File: src/rtl/serial_subtractor_ctrl.sv
// serial_subtractor_ctrl: bit-serial WIDTH-bit subtractor that reuses a single
// Full_Subtractor cell. Bits are processed LSB first, and the borrow is chained
// through a register between bits.
// Optional feature macro: SERIAL_SUB_OVF_EN adds the signed-overflow output ovf.

// One-bit full subtractor cell (purely combinational).
module Full_Subtractor (
  input  logic a,
  input  logic b,
  input  logic cin,
  output logic diff,
  output logic borrow
);
  // diff = a - b - cin (mod 2); borrow when a < b + cin
  assign diff   = a ^ b ^ cin;
  assign borrow = (~a & b) | (~(a ^ b) & cin);
endmodule

module serial_subtractor_ctrl #(
  parameter int unsigned WIDTH = 8,
  parameter int unsigned CNT_W = $clog2(WIDTH + 1)
) (
  input  logic             clk,
  input  logic             rst,
  input  logic             start,
  input  logic [WIDTH-1:0] a_in,
  input  logic [WIDTH-1:0] b_in,
  input  logic             bin,
  output logic             busy,
  output logic             done,
  output logic [WIDTH-1:0] diff_out,
`ifdef SERIAL_SUB_OVF_EN
  output logic             ovf,
`endif
  output logic             borrow_out
);

  typedef enum logic [1:0] {IDLE, RUN, DONE} state_t;

  localparam int unsigned RES_W = WIDTH - 1;

  state_t             state_q, state_d;
  logic [WIDTH-1:0]   a_sr_q, a_sr_d;
  logic [WIDTH-1:0]   b_sr_q, b_sr_d;
  // Holds the WIDTH-1 low difference bits; the last bit comes straight from the cell.
  logic [RES_W-1:0]   res_sr_q, res_sr_d;
  logic               brw_q, brw_d;
  logic [CNT_W-1:0]   cnt_q, cnt_d;
  logic               busy_q, busy_d;
  logic               done_q, done_d;
  logic [WIDTH-1:0]   diff_out_q, diff_out_d;
  logic               borrow_out_q, borrow_out_d;
`ifdef SERIAL_SUB_OVF_EN
  logic               ovf_q, ovf_d;
`endif

  logic cell_diff;
  logic cell_borrow;

  // The single shared subtractor cell, fed from the operand LSBs and the borrow register.
  Full_Subtractor u_cell (
    .a      (a_sr_q[0]),
    .b      (b_sr_q[0]),
    .cin    (brw_q),
    .diff   (cell_diff),
    .borrow (cell_borrow)
  );

  // Next-state and datapath updates for the IDLE/RUN/DONE sequencer.
  always_comb begin
    state_d      = state_q;
    a_sr_d       = a_sr_q;
    b_sr_d       = b_sr_q;
    res_sr_d     = res_sr_q;
    brw_d        = brw_q;
    cnt_d        = cnt_q;
    busy_d       = 1'b0;
    done_d       = 1'b0;
    diff_out_d   = diff_out_q;
    borrow_out_d = borrow_out_q;
`ifdef SERIAL_SUB_OVF_EN
    ovf_d        = ovf_q;
`endif

    case (state_q)
      IDLE, DONE: begin
        if (start) begin
          a_sr_d  = a_in;
          b_sr_d  = b_in;
          brw_d   = bin;
          cnt_d   = '0;
          state_d = RUN;
          busy_d  = 1'b1;
        end else begin
          state_d = IDLE;
        end
      end
      RUN: begin
        a_sr_d   = a_sr_q >> 1;
        b_sr_d   = b_sr_q >> 1;
        res_sr_d = RES_W'({cell_diff, res_sr_q} >> 1);
        brw_d    = cell_borrow;
        cnt_d    = cnt_q + CNT_W'(1);
        if (cnt_q == CNT_W'(WIDTH - 1)) begin
          // Last bit: the cell output completes the word this edge.
          state_d      = DONE;
          done_d       = 1'b1;
          diff_out_d   = {cell_diff, res_sr_q};
          borrow_out_d = cell_borrow;
`ifdef SERIAL_SUB_OVF_EN
          // Shift regs hold the operand MSBs now; cell_diff is the result MSB.
          ovf_d        = (a_sr_q[0] != b_sr_q[0]) && (cell_diff != a_sr_q[0]);
`endif
        end else begin
          busy_d = 1'b1;
        end
      end
      default: state_d = IDLE;
    endcase
  end

  // State and output registers with asynchronous active-high reset.
  always_ff @(posedge clk or posedge rst) begin
    if (rst) begin
      state_q      <= IDLE;
      a_sr_q       <= '0;
      b_sr_q       <= '0;
      res_sr_q     <= '0;
      brw_q        <= 1'b0;
      cnt_q        <= '0;
      busy_q       <= 1'b0;
      done_q       <= 1'b0;
      diff_out_q   <= '0;
      borrow_out_q <= 1'b0;
`ifdef SERIAL_SUB_OVF_EN
      ovf_q        <= 1'b0;
`endif
    end else begin
      state_q      <= state_d;
      a_sr_q       <= a_sr_d;
      b_sr_q       <= b_sr_d;
      res_sr_q     <= res_sr_d;
      brw_q        <= brw_d;
      cnt_q        <= cnt_d;
      busy_q       <= busy_d;
      done_q       <= done_d;
      diff_out_q   <= diff_out_d;
      borrow_out_q <= borrow_out_d;
`ifdef SERIAL_SUB_OVF_EN
      ovf_q        <= ovf_d;
`endif
    end
  end

  assign busy       = busy_q;
  assign done       = done_q;
  assign diff_out   = diff_out_q;
  assign borrow_out = borrow_out_q;
`ifdef SERIAL_SUB_OVF_EN
  assign ovf        = ovf_q;
`endif

endmodule

File: config.mk
export PLATFORM = sky130hd
export DESIGN_NAME = serial_subtractor_ctrl
export DESIGN_NICKNAME = d
export VERILOG_FILES = /design/src/rtl/serial_subtractor_ctrl.sv
export SDC_FILE = /design/constraint.sdc
export NUM_CORES = 1
export LEC_CHECK = 0
export ABC_AREA = 1
export ABC_CLOCK_PERIOD_IN_PS = 1500
export BUFFER_PORTS_ARGS = -buffer_cell sky130_fd_sc_hd__buf_2
export CAP_MARGIN = 20
export CORE_MARGIN = 2
export CORE_UTILIZATION = 50
export CTS_CLUSTER_DIAMETER = 40
export DETAILED_ROUTE_END_ITERATION = 16
export PLACE_DENSITY = 0.72
export SYNTH_ARGS = -nofsm -noshare
export SYNTH_HDL_FRONTEND = slang
export SYNTH_HIERARCHICAL = 1
export SYNTH_SLANG_ARGS = --single-unit
File: constraint.sdc
create_clock -name clk -period 1.5 [get_ports clk]
set_input_delay 0 -clock clk [delete_from_list [all_inputs] [get_ports clk]]
set_output_delay 0 -clock clk [all_outputs]
set_load 0.01 [all_outputs]
==> results_dict.tcl, run 1 <==
set metrics [dict create \
    status "finished clean" \
    fin_util 0.673 \
    grt_remaining_overflow 0 \
    placementRows 21 \
    power.density_nw_per_um2 1910 \
    fp.dieW_um 64.2 \
    fin_nets 307 \
    insertion_delay_ns 0.35 \
    cts_root_buf "clkbuf_4" \
    slew_viol_final 0 \
    hpwl_um 2160 \
    postRouteAntennaNets 0 \
    drv_cap 0 \
    cp_common_cell "nand2_1" \
    ys.warnings.count 6 \
    die_h_um 64.2 \
    end_kind "register" \
    cts_tree "yes" \
    routabilityCongestion 0.719 \
    vdd_ir_drop_max_mv 0.822 \
    hp-class "in2async" \
    grt_max_degree 42 \
    setup_viol 0 \
    syn_inst 229 \
    cts_buffer_depth 2 \
    seqPwrFrac 0.435 \
    leakage_nw 1.32 \
    synth_area_um2 1810 \
    grt_pass1_wl_um 6290 \
    antenna_found_initial 0 \
    cts_num_sinks 41 \
    avgViaCountPerCell 4.54 \
    critPathSlowestCell "dfrtp_1" \
    synth_cell_types 18 \
    cts.htree.levels 2 \
    tns_ns 0 \
    worst_slew_pin_slew_ns 0.501 \
    reg2reg_slack_ns 0.19 \
    internal-power_mw 2.68 \
    drt_pass1_iterations 4 \
    drt_first_iter_violations 90 \
    power_mw 4.39 \
    port_buffers 30 \
    ys_seq_area_frac 0.567 \
    cts.clk_slew.worst_paths_ns 0.13 \
    r2r_start "cnt_q[0]" \
    fin_skew_ns 0.00981 \
    routed_wl_um 3450 \
    critPathMaxFanout 10 \
    pwr-share-clk 0.173 \
    fin_crit_sh 0.877 \
    max_stage_delay_ns 0.42 \
    dp_cells 305 \
    worstPathRequired_ns 1.80 \
    critical_path.startpoint_type "register" \
    syn_area_per_cell_um2 7.90 \
    cts-buffers-inserted 5 \
    switchingPower_mw 1.70 \
    floorplan.initialDensity 0.530 \
    wl_per_cell_um 10.4 \
    final_hold_viol_count 0 \
    pin_count 31 \
    post_cts_buffers 0 \
    grt_setup_unrepaired "no" \
    synthesis.nets 251 \
    worstPathCellList "ha_1 -> nand3_1 -> nor2_2 -> nand2_1 -> nand2_1" \
    min_period_ns 1.31 \
    ys_seq_elements 41 \
    post_dp_cell_area_um2 2020 \
    fmax_mhz 760 \
    instances_no_fill 332 \
    max_slew_margin 0.666 \
    path_class "reg2reg" \
    cp_data_arrival_time_ns 1.61 \
    grtUsageTotal 0.195 \
    dieArea_um2 4120 \
    p_sw_frac 0.388 \
    drcViolationCount 0 \
    setup.worst_path.start "cnt_q[0]" \
    insertedDiodeCount 0 \
    coreArea_um2 3420 \
    fin_area_um2 2300 \
    grt_pass1_vias 1468 \
    p_comb_frac 0.392 \
    dr_total_vias 1508 \
    synthToLayoutAreaGrowth_pct 27.0 \
    drive_gt1_frac 0.175 \
]
synth_stat cells:
cell | count | area [um2]
a21oi_1 | 1 | 5.00
buf_2 | 2 | 10.0
buf_4 | 3 | 22.5
buf_6 | 1 | 11.3
dfrtp_1 | 41 | 1030
fa_1 | 1 | 20.0
ha_1 | 1 | 12.5
inv_1 | 24 | 90.1
inv_2 | 1 | 3.75
nand2_1 | 137 | 514
nand2_2 | 1 | 6.26
nand3_1 | 4 | 20.0
nand4_1 | 1 | 6.26
nor2_1 | 3 | 11.3
nor2_2 | 2 | 12.5
nor2_4 | 1 | 11.3
o21ai_0 | 4 | 20.0
or2_2 | 1 | 6.26
path summary, 6_finish.rpt:
path                               end  cells after the start
min                        res_sr_q[5]                      4
max reg2reg                 borrow_out                      5
min in group clk             a_sr_q[7]                      4
min reg2reg                diff_out[0]                      2
max                         borrow_out                      5
max in group asynchronous  diff_out[2]                      4
worst max-delay path, delay by kind of cell (launching register included):
kind                       cells  cell delay (ns)
and+or+nand+nor                4             0.65
adders and majority gates      1             0.20
DFF                            1             0.42
metrics by stage:
stage / hold slack (ns) / setup slack (ns)
finish: 0.305 / 0.185
global route: 0.337 / 0.0651
CTS: 0.313 / 0.189
detailed placement: 0.159 / 0.200
global placement: 0.152 / 0.252
floorplan: 0.117 / 0.374
logic make-up after synthesis:
logic type / Yosys count / share of synthesized area
AND/OR/NAND/NOR: 150 / 0.325
buffers and inverters: 31 / 0.0761
adder cells (fa/ha/maj): 2 / 0.0180
AO/OA/AOI/OAI: 5 / 0.0138
flip-flops: 41 / 0.567
cell type report:
type | instances | area, um2
Multi-Input combinational cell | 157 | 646
Clock buffer | 6 | 51.3
Tap cell | 46 | 57.6
Clock inverter | 2 | 37.5
Timing Repair Buffer | 55 | 385
Fill cell | 293 | 1120
Inverter | 25 | 93.8
Sequential cell | 41 | 1030
metal layers:
layer,global-route usage,vias to the layer above,share of wire
met4,0.0559,0,0.012
met5,0,-,0
met3,0.0546,5,0.041
li1,-,786,-
met2,0.324,35,0.47
met1,0.250,682,0.47
registers in the layout (all words and copies together), names as in the netlist:
name,count
state_q,2
b_sr_q,8
cnt_q,4
borrow_out,1
done,1
a_sr_q,8
res_sr_q,7
brw_q,1
diff_out,8
busy,1
power by group through the flow:
stage          clock, mW  sequential (mW)  combinational [mW]
2_1_floorplan          0             1.94                1.22
3_3_place_gp           0             1.91                1.66
3_5_place_dp           0             1.93                1.70
4_1_cts            0.779             1.91                1.74
5_1_grt            0.843             1.97                2.02
6_report           0.758             1.91                1.72
repair_timing:
item	4_1_cts	5_1_grt
hold endpoints to repair	60	0
endpoints found under the setup margin	0	0
resized for setup	0	0
hold buffers	19	0
cell usage in the layout, fill, tap and decap left out, drive strengths merged:
cell type	instances
buf	36
dfrtp	41
nor2	6
inv	25
nand2	138
clkinvlp	1
o21ai	4
nand3	4
fa	1
nand4	1
dlygate4sd3	19
clkbuf	6
ha	1
or2	1
a21oi	1
bufinv	1
(Power assumes the default switching activity.)
==> run 2, diff against run 1 <==
- ABC_AREA: 1 -> not set
- PLACE_DENSITY: 0.72 -> 0.73
==> run 2 against run 1 <==
Effect of this change: power grew 7.0%; fmax fell by 11%; clock power about the same; synthesized area is 5.9% lower; core utilization increased by 2.1 points; register-to-register slack worse by 0.17 ns; die area down 5.5%; sequential share of layout area is essentially flat; clock skew grew 0.0058 ns; highest routed layer unchanged.
==> results_dict.tcl, run 2 <==
set metrics [dict create \
    synth_area_um2 1700 \
    synthTopCellsByCount "dfrtp_1 (41), a22o_1 (19), a21o_1 (15), mux2_1 (13)" \
    synthesis.nets 142 \
    synth_compound_area_frac 0.167 \
    critPathMaxFanout 5 \
    hp-class "in2async" \
    syn_area_per_cell_um2 14.2 \
    fin_util 0.693 \
    finalWorstSetupSlack_ns 0.0158 \
    drv_cap 0 \
    cts.htree.levels 2 \
    cts_root_buf "clkbuf_4" \
    synthXorXnorAreaFrac 0 \
    end_kind "register" \
    post_dp_cell_area_um2 1900 \
    fin_nets 203 \
    cts_tree "yes" \
    worst_slew_pin_slew_ns 0.491 \
    dp_slack_ns -0.0376 \
    routabilityCongestion 0.747 \
    instances_no_fill 228 \
    synthToLayoutAreaGrowth_pct 34.8 \
    ys_seq_area_frac 0.602 \
    syn_inst 120 \
    power.density_nw_per_um2 2050 \
    fin_crit_sh 0.989 \
    yosysTopAreaCell "dfrtp_1" \
    antenna_found_initial 0 \
    hpwl_um 1840 \
    leakage_nw 1.19 \
    synth-edff-count 0 \
    drive_gt1_frac 0.374 \
    ys_seq_elements 41 \
    drcViolationCount 0 \
    mostFrequentLayoutCell "dfrtp_1" \
    dr_total_vias 1188 \
    cts.clk_slew.worst_paths_ns 0.12 \
    port_buffers 30 \
    grt_remaining_overflow 0 \
    fill_cells 238 \
    routed_wl_um 3120 \
    cts_buffer_depth 2 \
    fin_skew_ns 0.0156 \
    drt_pass1_iterations 4 \
    yosys.area_share.simple 0.0478 \
    insertion_delay_ns 0.36 \
    ys.warnings.count 6 \
    cts-buffers-inserted 5 \
    grtUsageTotal 0.177 \
    insertedDiodeCount 0 \
    drt_first_iter_violations 68 \
    vdd_ir_drop_max_mv 0.993 \
    critical_path.startpoint_type "register" \
    synth_cell_types 21 \
    dp_cells 195 \
    max_slew_margin 0.673 \
    min_period_ns 1.48 \
    grt_pass1_vias 1191 \
    synth_top_area_frac 0.602 \
    grt_setup_unrepaired "yes" \
    fmax_mhz 674 \
    yosys.area_share.adder 0.0191 \
    tns_ns 0 \
    synth-main-ff-cell "dfrtp_1" \
    grt_pass1_wl_um 5290 \
    cts_num_sinks 41 \
    fp.dieW_um 62.4 \
    fin_area_um2 2290 \
    cp_data_arrival_time_ns 1.73 \
    power_mw 4.70 \
    placementRows 21 \
    avgViaCountPerCell 5.21 \
    status "finished clean" \
    floorplan.initialDensity 0.514 \
    setup_viol 0 \
    path_class "reg2reg" \
    slew_viol_final 0 \
    synth_top_family_by_area "compound AO/OA/AOI/OAI gates" \
    hold_slack_ns 0.295 \
    final_cell_mix "dfrtp_1 (41), buf_2 (30), a22o_1 (19), dlygate4sd3_1 (19), a21o_1 (15)" \
    yosys.cell_count.top_type "dfrtp_1" \
    synth.area.mux_share 0.124 \
    synthArstFlopShare 1.00 \
    grt_max_degree 42 \
    dieArea_um2 3890 \
    final_hold_viol_count 0 \
    die_h_um 62.4 \
    synth.area.top_cells "dfrtp_1 (60%), a22o_1 (9.8%), mux2_1 (8.6%)" \
    coreArea_um2 3310 \
    worstPathRequired_ns 1.75 \
    wl_per_cell_um 13.7 \
    postRouteAntennaNets 0 \
    pin_count 31 \
]
## run 2: cells by family (layout without fill, tap and decap cells)
kind of cell    count (synthesis)  in the layout
flops                          41             41
compound gates                 35             35
mux                            19             19
simple gates                   12             12
buf+inv                        11             73
fa+ha+maj                       2              2
## run 2: area by class of cell
cell class                 instances  area [um2]  area share
inverter                           4        15.0     0.00654
tap                               46        57.6      0.0251
multi-input combinational         68         669       0.292
clock buffer                       6        51.3      0.0224
clock inverter                     2        37.5      0.0164
sequential                        41        1030       0.447
timing repair buffer              61         438       0.191
## run 2: metal layers
metal / routed length (um) / vias to the layer above / global-route usage / share of wire
met4: 40 / 0 / 0.0667 / 0.013
met3: 138 / 4 / 0.0634 / 0.044
met5: 0 / - / 0 / 0
met1: 1460 / 606 / 0.228 / 0.47
met2: 1480 / 25 / 0.277 / 0.47
li1: - / 553 / - / -
## run 2: report_power, final
part / leakage [nW] / switching (mW) / total, mW / internal [mW]
Clock: 0.0445 / 0.361 / 0.757 / 0.396
Sequential: 0.502 / 0.327 / 1.95 / 1.63
Combinational: 0.643 / 0.829 / 1.98 / 1.15
## run 2: path summary, 6_finish.rpt
path | startpoint | end | slack, ns | cells past startpoint
min | rst | diff_out[4] | 0.29 | 4
min in group clk | a_in[7] | a_sr_q[7] | 0.41 | 3
max in group asynchronous | rst | busy | 0.85 | 4
max | cnt_q[1] | diff_out[0] | 0.02 | 5
min reg2reg | a_sr_q[3] | a_sr_q[3] | 0.49 | 1
max reg2reg | cnt_q[1] | diff_out[0] | 0.02 | 5
## run 2: timing repair
action	CTS	global route
pin swaps	1	3
hold buffers	19	0
resized for setup	5	12
endpoints found under the setup margin	9	10
endpoints found under the hold margin	61	0
cloned	1	0
buffers inserted	2	3
## run 2: worst max-delay path, cell delays in order (launching register included)
cell     delay (ns)
dfrtp_1        0.41
ha_4           0.17
nand2_4        0.06
nor3b_4        0.27
buf_6          0.17
mux2_4         0.30
